<file path="src/rtl/cnn_uart_pkg.sv">
// Shared types and widths for the CNN result UART transmitter.
package cnn_uart_pkg;

    typedef enum logic [1:0] {
        IDLE  = 2'd0,
        START = 2'd1,
        DATA  = 2'd2,
        STOP  = 2'd3
    } tx_state_t;

    localparam int DATA_BITS  = 8;
    localparam int BAUD_CNT_W = 12;

endpackage

</file>
<file path="src/rtl/cnn_tx_fifo.sv">
// Byte FIFO between cnn_core pushes and the UART frame engine.
module cnn_tx_fifo
    import cnn_uart_pkg::*;
#(
    parameter int DEPTH = 4
) (
    input  logic                 clk,
    input  logic                 rst,
    input  logic                 push,
    input  logic                 pop,
    input  logic [DATA_BITS-1:0] din,
    output logic [DATA_BITS-1:0] dout,
    output logic                 full,
    output logic                 empty
);

    localparam int PW = $clog2(DEPTH);

    logic [DATA_BITS-1:0] mem_q [DEPTH];
    logic [PW-1:0]        wr_ptr_q;
    logic [PW-1:0]        rd_ptr_q;
    logic [PW:0]          cnt_q;
    logic                 do_push;
    logic                 do_pop;

    assign full  = (cnt_q == (PW+1)'(DEPTH));
    assign empty = (cnt_q == '0);
    assign dout  = mem_q[rd_ptr_q];

    // A push into a full FIFO is still taken when the head leaves on the same edge.
    assign do_pop  = pop & ~empty;
    assign do_push = push & (~full | do_pop);

    always_ff @(posedge clk or posedge rst) begin
        if (rst) begin
            wr_ptr_q <= '0;
            rd_ptr_q <= '0;
            cnt_q    <= '0;
        end else begin
            if (do_push) wr_ptr_q <= wr_ptr_q + 1'b1;
            if (do_pop)  rd_ptr_q <= rd_ptr_q + 1'b1;
            case ({do_push, do_pop})
                2'b10:   cnt_q <= cnt_q + 1'b1;
                2'b01:   cnt_q <= cnt_q - 1'b1;
                default: cnt_q <= cnt_q;
            endcase
        end
    end

    always_ff @(posedge clk) begin
        if (do_push) mem_q[wr_ptr_q] <= din;
    end

endmodule

</file>
<file path="src/rtl/cnn_uart_tx.sv">
// UART 8N1 transmitter for CNN result bytes; tx_done marks each finished frame.
//   state | meaning
//   IDLE  | line high, waiting for a queued byte
//   START | start bit (low) for BAUD_DIV cycles
//   DATA  | eight data bits, LSB first
//   STOP  | stop bit (high); tx_done on its last cycle
module cnn_uart_tx
    import cnn_uart_pkg::*;
#(
    parameter int BAUD_DIV   = 434,
    parameter int FIFO_DEPTH = 4
) (
    input  logic       clk,
    input  logic       rst,
    input  logic       trmt,
    input  logic [7:0] tx_data,
    output logic       TX,
    output logic       tx_done,
    output logic       busy,
    output logic       full,
    output logic       ovf
);

    localparam logic [BAUD_CNT_W-1:0] BAUD_LOAD = BAUD_CNT_W'(BAUD_DIV - 1);

    tx_state_t             state_q, state_d;
    logic [BAUD_CNT_W-1:0] baud_q, baud_d;
    logic [2:0]            bit_q, bit_d;
    logic [DATA_BITS-1:0]  shift_q, shift_d;
    logic                  tx_q, tx_d;
    logic                  ovf_q;
    logic                  pop;
    logic                  baud_tc;
    logic                  fifo_empty;
    logic                  fifo_full;
    logic [DATA_BITS-1:0]  fifo_dout;

    cnn_tx_fifo #(.DEPTH(FIFO_DEPTH)) u_fifo (
        .clk   (clk),
        .rst   (rst),
        .push  (trmt),
        .pop   (pop),
        .din   (tx_data),
        .dout  (fifo_dout),
        .full  (fifo_full),
        .empty (fifo_empty)
    );

    assign baud_tc = (baud_q == '0);

    always_ff @(posedge clk or posedge rst) begin
        if (rst) begin
            state_q <= IDLE;
            baud_q  <= '0;
            bit_q   <= '0;
            shift_q <= '0;
            tx_q    <= 1'b1;
            ovf_q   <= 1'b0;
        end else begin
            state_q <= state_d;
            baud_q  <= baud_d;
            bit_q   <= bit_d;
            shift_q <= shift_d;
            tx_q    <= tx_d;
            ovf_q   <= ovf_q | (trmt & fifo_full & ~pop);
        end
    end

    always_comb begin
        state_d = state_q;
        baud_d  = baud_q;
        bit_d   = bit_q;
        shift_d = shift_q;
        pop     = 1'b0;
        case (state_q)
            IDLE: begin
                if (!fifo_empty) begin
                    pop     = 1'b1;
                    shift_d = fifo_dout;
                    baud_d  = BAUD_LOAD;
                    state_d = START;
                end
            end
            START: begin
                if (baud_tc) begin
                    baud_d  = BAUD_LOAD;
                    bit_d   = '0;
                    state_d = DATA;
                end else begin
                    baud_d = baud_q - 1'b1;
                end
            end
            DATA: begin
                if (baud_tc) begin
                    baud_d  = BAUD_LOAD;
                    bit_d   = bit_q + 1'b1;
                    shift_d = shift_q >> 1;
                    if (bit_q == 3'(DATA_BITS - 1)) state_d = STOP;
                end else begin
                    baud_d = baud_q - 1'b1;
                end
            end
            STOP: begin
                if (baud_tc) begin
                    // Chain straight into the next start bit when more bytes are queued.
                    if (!fifo_empty) begin
                        pop     = 1'b1;
                        shift_d = fifo_dout;
                        baud_d  = BAUD_LOAD;
                        state_d = START;
                    end else begin
                        state_d = IDLE;
                    end
                end else begin
                    baud_d = baud_q - 1'b1;
                end
            end
            default: state_d = IDLE;
        endcase
    end

    always_comb begin
        tx_d = 1'b1;
        case (state_d)
            START:   tx_d = 1'b0;
            DATA:    tx_d = shift_d[0];
            default: tx_d = 1'b1;
        endcase
        tx_done = (state_q == STOP) && baud_tc;
        busy    = (state_q != IDLE) || !fifo_empty;
    end

    assign TX   = tx_q;
    assign full = fifo_full;
    assign ovf  = ovf_q;

endmodule

</file>
<file path="config.mk">
export PLATFORM = sky130hd
export DESIGN_NAME = cnn_uart_tx
export DESIGN_NICKNAME = d
export VERILOG_FILES = /design/src/rtl/cnn_uart_pkg.sv /design/src/rtl/cnn_tx_fifo.sv /design/src/rtl/cnn_uart_tx.sv
export SDC_FILE = /design/constraint.sdc
export NUM_CORES = 1
export LEC_CHECK = 0
export BUFFER_PORTS_ARGS = -buffer_cell sky130_fd_sc_hd__buf_2
export CORE_MARGIN = 2
export CORE_UTILIZATION = 55
export CTS_CLUSTER_DIAMETER = 100
export DETAILED_ROUTE_END_ITERATION = 16
export PLACE_DENSITY_LB_ADDON = 0.3
export SYNTH_ARGS = -nofsm -noshare
export SYNTH_HDL_FRONTEND = slang
export SYNTH_SLANG_ARGS = --single-unit
</file>
<file path="constraint.sdc">
create_clock -name clk -period 2.55 [get_ports clk]
set_input_delay 0.51 -clock clk [delete_from_list [all_inputs] [get_ports clk]]
set_output_delay 0.51 -clock clk [all_outputs]
set_load 0.01 [all_outputs]
</file>
# Yosys cells after proc, flatten, opt, wreduce, memory -nomap -nowiden
# Memory sizes are Yosys's and may differ from the RTL's.
# Cells that the tools add are included.
op_classes:
  n_mux: 25
  eq_ne: 12
  n_reduce_logical: 13
  n_addsub: 6
  n_bitwise: 9
ops:
  columns: ["cell", "n"]
  rows:
  - ["two-way mux 12 bit", 3]
  - ["one-hot mux 12 bit (3 select lines)", 1]
  - ["two-way mux 8 bit", 3]
  - ["one-hot mux 8 bit (3 select lines)", 1]
  - ["zero test 12 bit", 1]
  - ["one-hot mux 3 bit (2 select lines)", 2]
  - ["subtractor 12 x 1 -> 12 bit (second input constant)", 1]
  - ["two-way mux 2 bit", 5]
  - ["== test 2 bit (second input constant)", 4]
  - ["one-hot mux 2 bit (4 select lines)", 1]
  - ["adder 3 x 1 -> 3 bit (second input constant)", 2]
  - ["== test 2 x 1 -> 1 bit (second input constant)", 3]
  - ["== test 3 bit (second input constant)", 2]
  - ["two-way mux 3 bit", 2]
  - ["!= test 2 bit (second input constant)", 3]
  - ["AND reduction 3 bit", 2]
  - ["nonzero test 2 bit", 3]
  - ["two-way mux 1 bit", 5]
  - ["adder 2 x 1 -> 2 bit (second input constant)", 2]
  - ["AND 1 bit", 4]
  - ["one-hot mux 1 bit (2 select lines)", 2]
  - ["zero test 3 bit", 1]
  - ["inverter 1 bit", 3]
  - ["nonzero test 3 bit", 1]
  - ["other kinds (7)", 8]
totals:
  reg_bits: 34
  ramBits: 32
  wordCells: 76
  mem_count: 1
  inputBits: 11
mem_list:
  columns: ["name", "words", "width", "read_ports", "rd_ports_with_merged_regs", "wr", "line", "text"]
  rows:
  - ["u_fifo.mem_q", 4, 8, 1, 0, 1, "cnn_tx_fifo.sv:19", "logic [DATA_BITS-1:0] mem_q [DEPTH];"]

# Longest topological paths before layout
# Gate-level depths: netlist of the first run.
depth:
  ltp_word: 9
  depth_mapped: 14
  depth_no_buf: 13

# Cells and area by module
# From an unflattened synthesis of the first run, not the netlist that was laid out.
unflattened:
  hier_cells: 294
  area_unflattened_um2: 3459.6
modules_own_cells:
  columns: ["module", "area_each_um2", "seq_area_each_um2", "cells_per_inst", "n_inst"]
  rows:
  - ["cnn_uart_tx", 1784.2, 676.9, 198, 1]
  - ["cnn_tx_fifo", 1675.4, 1136.1, 96, 1]

# Worst setup path before layout of the first run
# OpenSTA, ideal clock, no wires.
synth_timing:
  kind: "register -> register"
  from: "register baud_q[0]"
  to: "register u_fifo.cnt_q[2]"
  t_required_ns: 2.471
  path_stages_with_launch: 15
  slack_ns: -0.061
  synth_period_minus_slack_ns: 2.611
  t_arrival_ns: 2.532
  setup_time_ns: 0.079
  n_path_buf: 1
  cell_sequence: "dfrtp_1 > inv_1 > ha_1 > and4_1 > buf_6 > a21oi_4 > nor3_4 > o21a_4 > inv_1 > ha_1 > inv_1 > fa_1 > xor2_1 > nor2_1 > xor2_1"
synth_via:
  elab_chain_cells: 8
synth_rtl:
  columns: ["element", "line", "text"]
  rows:
  - ["start, declared", "cnn_uart_tx.sv:27", "logic [BAUD_CNT_W-1:0] baud_q, baud_d;"]
  - ["start signal, assigned", "cnn_uart_tx.sv:61", "baud_q <= baud_d;"]
  - ["zero test 12 bit (*)", "cnn_uart_tx.sv:49", "assign baud_tc = (baud_q == '0);"]
  - ["two-way mux 1 bit (*)", "cnn_uart_tx.sv:104", "if (baud_tc) begin"]
  - ["one-hot mux 1 bit (2 select lines) (*)", "cnn_uart_tx.sv:75", "case (state_q)"]
  - ["AND 1 bit (*)", "cnn_tx_fifo.sv:31", "assign do_pop = pop & ~empty;"]
  - ["via u_fifo.do_pop", "cnn_tx_fifo.sv:24", "logic do_pop;"]
  - ["OR 1 bit", "cnn_tx_fifo.sv:32", "assign do_push = push & (~full | do_pop);"]
  - ["AND 1 bit", "cnn_tx_fifo.sv:32", null]
  - ["== test 2 x 1 -> 1 bit / == test 2 bit (equally long branches)", "cnn_tx_fifo.sv:42", "case ({do_push, do_pop})"]
  - ["one-hot mux 3 bit (2 select lines) / nonzero test 2 bit (equally long branches)", null, null]
  - ["end signal, assigned", "cnn_tx_fifo.sv:43", "2'b10: cnt_q <= cnt_q + 1'b1;"]
  - ["end signal, assigned", "cnn_tx_fifo.sv:44", "2'b01: cnt_q <= cnt_q - 1'b1;"]
  - ["end signal, assigned", "cnn_tx_fifo.sv:45", "default: cnt_q <= cnt_q;"]
  - ["end, declared", "cnn_tx_fifo.sv:22", "logic [PW:0] cnt_q;"]
# Mark *: on every way through the listed nets, which the timed path passes. The rest lies on a longest branch.
# A chain may end at the register's enable or synchronous reset.

# Final worst setup path of the first run
layout_timing:
  from: "register baud_q[2]"
  to: "register u_fifo.cnt_q[2]"
# Same word-level chain as after synthesis.

==> results.toml, run 1 <==
[layout]
fin_area_mm2 = 0.00372
utilization = 0.663
nNetsFinal = 322
num_antenna_cells = 0
syn2layout_area_growth_pct = 15.0
drive_gt1_frac = 0.233

[placed_design]
gp_congestion = 0.878
detailed_place.area_mm2 = 0.00348
hpwl_um = 4120
post-place-ws_ns = -0.0162
portBuffers = 15

[routing]
drt_pass1_iterations = 5
dr.first_iter.drc_count = 135
drc = 0
finalWirelength_um = 6050
antenna_left = 0
via_per_inst = 5.89
wire_per_inst_um = 16.2
vias = 2197

[setup_path]
critPathSlowestCell = "dfrtp_2"
r2r_start = "baud_q[2]"
reg2reg_to = "u_fifo.cnt_q[2]"
cp_data_arrival_time_ns = 2.73
r2r_cells = 10
cp_cell_sequence = "nor4_4, and4_4, a21oi_4, nor3_4, ha_2, inv_1, fa_1, xor2_1, nor2_1, xor2_1"
cp-end-kind = "flop"
reg2reg_slack_ns = 0.1
cp.required_ns = 2.83
path_common_cell = "xor2_1"
start_kind = "flop"
slowest_delay_ns = 0.45
path_class = "reg2reg"
critPathMaxFanout = 6

[grt]
grtUsageTotal = 0.218
antenna_found_initial = 0
overflow = 0
grt_pass1_vias = 2148
grt_max_degree = 35
grt_pass1_wl_um = 10400

[clock_network]
cts-resized-gates = 1
cts_buffers = 9
cts.sinks = 66
cts_tree = "built"
cts_hold_buf = 0
clk_latency_ns = 0.35
clockBufferDepth = 2
path_clk_slew_ns = 0.07
post-cts-setup-buffers = 0
root_buffer = "clkbuf_8"
htreeDepth = 3

[pwr]
power_leakage_nw = 1.52
power_density_mw_per_mm2 = 730
ir_drop_uv = 533

[sta]
setup-tns-final_ns = 0
setup_ws_ns = 0.0972
rsz0062_at_grt = "true"
holdWs_ns = 0.237
fmax_mhz = 408
maxSlewViolCount = 0
hold_viol_final = 0
relSlewSlack = 0.565
period_minus_slack_ns = 2.45
setup_viol = 0
skew_ns = 0.00791
worst_pin_slew_ns = 0.645
finalCritPeriodShare = 0.962

[synth]
async_reset_ff_frac = 0.515
avgSynthCellArea_um2 = 12.3
ys_warn_count = 0
ys_types = 46
synthesis.instances = 262
ys_seq_area_frac = 0.561
ys_ff_latch = 66
syn-num-nets = 288
syn_area_mm2 = 0.00323
yosys_most_used_dff = "dfrtp_1"
synth_edf_count = 32

[floorplan]
die_area_mm2 = 0.00651
die_h_um = 80.7
start_util = 0.577
coreArea_mm2 = 0.00561
die_x_um = 80.7
rows = 27
io_pins = 16

[run]
drv_cap = 0

[run_status]
outcome = "finished, final reports clean"

[hold_path]
hold_path_class = "in2async"
[how the worst max path moves through the flow]
stage | startpoint | endpoint | slack (ns)
3_5_place_dp | baud_q[8] | u_fifo.cnt_q[2] | -0.02
4_1_cts | baud_q[8] | u_fifo.cnt_q[2] | 0.02
6_report | baud_q[2] | u_fifo.cnt_q[2] | 0.1
3_3_place_gp | baud_q[8] | u_fifo.cnt_q[2] | 0.06
5_1_grt | baud_q[8] | u_fifo.cnt_q[2] | -0.06
2_1_floorplan | baud_q[0] | u_fifo.cnt_q[2] | -0.04
[layout by cell type, fill, tap and decap left out, types with 2 or more instances in the layout]
cell type / n
nand2_1: 20
a22o_1: 8
nor3_1: 8
o21ai_0: 22
o211ai_1: 2
edfxtp_1: 32
or3_1: 4
inv_6: 4
buf_2: 15
a21oi_1: 11
nor2_1: 20
xnor2_1: 3
and2_1: 7
a31oi_1: 2
buf_4: 17
xor2_1: 5
dfrtp_1: 32
o311ai_0: 2
mux4_2: 8
ha_2: 2
inv_1: 13
ha_1: 12
o22a_1: 5
nor4_4: 2
mux2i_1: 7
nand3_1: 6
clkbuf_8: 9
[area by class of cell]
cell class	instances	area (um2)
clock buffers	9	124
well taps	72	90.1
inverters	13	48.8
clock inverters	7	81.3
flip-flops and latches	66	1810
repair buffers	32	203
multi-input cells	174	1360
fillers	438	1890
[flip-flops by register name (all words and copies together), names as in the netlist]
name             cells
u_fifo.cnt_q         3
shift_q              8
u_fifo.mem_q        32
TX                   1
u_fifo.wr_ptr_q      2
state_q              2
ovf                  1
u_fifo.rd_ptr_q      2
bit_q                3
baud_q              12
[layer usage]
layer | vias up | GRT usage | routed length [um]
met4 | 0 | 0.114 | 153
met3 | 15 | 0.0517 | 302
met5 | - | 0 | 0
met2 | 80 | 0.326 | 2870
met1 | 1065 | 0.297 | 2730
li1 | 1037 | - | -
[critical path, delay by kind of cell (launching register included)]
family	cells	cell delay (ns)
XOR/XNOR	2	0.29
buffers and inverters	1	0.05
AND/OR/NAND/NOR	4	0.92
adder cells (fa/ha/maj)	2	0.60
AO/OA/AOI/OAI	1	0.07
flip-flops	1	0.45
[Yosys cell counts, types with 5 or more instances]
cell / instances / share of area
a21oi_1: 11 / 0.017
a22o_1: 8 / 0.022
and2_1: 7 / 0.014
clkbuf_1: 5 / 0.0058
dfrtp_1: 33 / 0.26
edfxtp_1: 32 / 0.30
ha_1: 14 / 0.054
inv_1: 13 / 0.015
mux2i_1: 7 / 0.022
mux4_2: 8 / 0.056
nand2_1: 20 / 0.023
nand3_1: 6 / 0.0093
nor2_1: 20 / 0.023
nor3_1: 8 / 0.012
o21ai_0: 22 / 0.034
o22a_1: 5 / 0.014
xor2_1: 5 / 0.014
[metrics by stage]
stage	total power, mW	std cells
2_1_floorplan	1.66	262
3_3_place_gp	1.80	357
3_5_place_dp	1.83	357
4_1_cts	2.74	373
5_1_grt	2.85	373
6_report	2.72	373
[cells by family (layout without fill, tap and decap cells)]
family                   count (synthesis)  in the layout  synth area share
multiplexers                            16             16            0.0820
buffers and inverters                   22             61            0.0286
flip-flops                              66             66             0.561
XOR/XNOR                                 8              8            0.0217
AO/OA/AOI/OAI                           62             62             0.130
AND/OR/NAND/NOR                         73             73             0.116
adder cells (fa/ha/maj)                 15             15            0.0603
[where the power goes]
part	internal [mW]	total, mW	switching, mW
logic	0.204	0.451	0.247
clock network	0.466	0.914	0.448
registers	1.28	1.35	0.0698
total	1.95	2.72	0.765
Note: power is estimated with default switching activity, not from simulation.
==> run 2, diff against run 1 <==
- MAX_ROUTING_LAYER: unset -> met4
==> run 2 against run 1 <==
Compared with the run above: fmax fell by 0.22%; critical path type unchanged; clock power barely moved; setup slack got worse by 0.0053 ns; flip-flop and latch count did not move; sequential share of layout area did not move; design area did not move; utilization did not move; largest power group unchanged; hold slack got worse by 0.0017 ns; final cell count did not move.
==> results.toml, run 2 (synthesis gave the netlist of run 1 again) <==
[run_status]
outcome = "finished, final reports clean"

[layout]
drive_gt1_frac = 0.233
largestRegisters = "u_fifo.mem_q x32, baud_q x12, shift_q x8"
final_cells = 373
fin_area_mm2 = 0.00372
num_antenna_cells = 0
largest_reg_flops = 32
fillers = 438
nNetsFinal = 322
largest-register = "u_fifo.mem_q"
syn2layout_area_growth_pct = 15.0
utilization = 0.663
layout_common_cells = "dfrtp_1 (32), edfxtp_1 (32), o21ai_0 (22)"

[pwr]
clkPwrFrac = 0.336
ir_drop_uv = 533
power_density_mw_per_mm2 = 730
switching_share = 0.281
p_switching_mw = 0.764
pwr-share-seq = 0.498
total_power_mw = 2.72
pwr-share-comb = 0.166
internal_power_mw = 1.95
power_leakage_nw = 1.52

[grt]
grt_pass1_vias = 2152
grtUsageTotal = 0.223
antenna_found_initial = 0
grt_max_degree = 35
overflow = 0
grt_pass1_wl_um = 10400

[clock_network]
root_buffer = "clkbuf_8"
cts_buffers = 9
path_clk_slew_ns = 0.07
clk_latency_ns = 0.35
clockBufferDepth = 2
cts.sinks = 66
cts_tree = "built"
htreeDepth = 3

[sta]
setup_ws_ns = 0.0919
hold_viol_final = 0
fmax_mhz = 407
worst_pin_slew_ns = 0.654
finalCritPeriodShare = 0.964
maxSlewViolCount = 0
rsz0062_at_grt = "true"
period_minus_slack_ns = 2.46
setup-tns-final_ns = 0
skew_ns = 0.00982
holdWs_ns = 0.236
relSlewSlack = 0.558
setup_viol = 0

[routing]
vias = 2140
drc = 0
finalWirelength_um = 6070
antenna_left = 0
drt_pass1_iterations = 4
dr.first_iter.drc_count = 137
via_per_inst = 5.74
wire_per_inst_um = 16.3

[floorplan]
die_x_um = 80.7
rows = 27
io_pins = 16
coreArea_mm2 = 0.00561
die_h_um = 80.7
die_area_mm2 = 0.00651
start_util = 0.577

[run]
drv_cap = 0

[placed_design]
post-place-ws_ns = -0.0162
detailed_place.area_mm2 = 0.00348
dp.cells = 357
gp_congestion = 0.893
portBuffers = 15
hpwl_um = 4120

[hold_path]
hold_path_class = "in2async"

[setup_path]
start_kind = "flop"
critPathMaxFanout = 6
cp_data_arrival_time_ns = 2.74
r2r_cells = 10
cp.required_ns = 2.83
reg2reg_to = "u_fifo.cnt_q[2]"
reg2reg_slack_ns = 0.09
cp-end-kind = "flop"
r2r_start = "baud_q[2]"
path_class = "reg2reg"
[run 2: cell counts in the layout (fill, tap and decap cells not counted)]
No cell type changed its count.
[run 2: timing repair]
| item | 4_1_cts | 5_1_grt |
|---|---|---|
| hold buffers | 0 | 0 |
| setup endpoints to repair | 1 | 11 |
| resized for setup | 1 | 6 |
| setup buffers | 0 | 0 |
[run 2: how the worst max path moves through the flow]
stage / end / depth (start not counted) / from / slack [ns]
global route: u_fifo.cnt_q[2] / 10 / baud_q[8] / -0.06
finish: u_fifo.cnt_q[2] / 10 / baud_q[2] / 0.09
CTS: u_fifo.cnt_q[2] / 10 / baud_q[8] / 0.02
global placement: u_fifo.cnt_q[2] / 10 / baud_q[8] / 0.06
detailed placement: u_fifo.cnt_q[2] / 10 / baud_q[8] / -0.02
floorplan: u_fifo.cnt_q[2] / 14 / baud_q[0] / -0.04
[run 2: layout make-up]
class	instances	area (um2)	area share
multi-input cells	174	1360	0.365
flip-flops and latches	66	1810	0.488
clock inverters	7	81.3	0.0219
well taps	72	90.1	0.0242
inverters	13	48.8	0.0131
clock buffers	9	124	0.0333
repair buffers	32	203	0.0545
[run 2: routing by layer]
metal,share of wire,wire (um),track usage
met5,0,0,-
met4,0.021,129,0.114
met3,0.042,258,0.0483
met2,0.47,2870,0.327
met1,0.46,2820,0.295
[run 2: power by group through the flow]
stage | registers [mW] | clock network, mW | logic [mW]
after detailed placement | 1.37 | 0 | 0.456
after global placement | 1.36 | 0 | 0.439
after floorplan | 1.35 | 0 | 0.312
after global routing | 1.37 | 0.974 | 0.507
after CTS | 1.35 | 0.932 | 0.458
final | 1.35 | 0.914 | 0.451
[run 2: worst max-delay path, stage by stage, from the launching register on]
cell and delay, ns:
dfrtp_2 0.45, nor4_4 0.29, and4_4 0.28, a21oi_4 0.07, nor3_4 0.24, ha_2 0.23
inv_1 0.05, fa_1 0.37, xor2_1 0.15, nor2_1 0.11, xor2_1 0.14
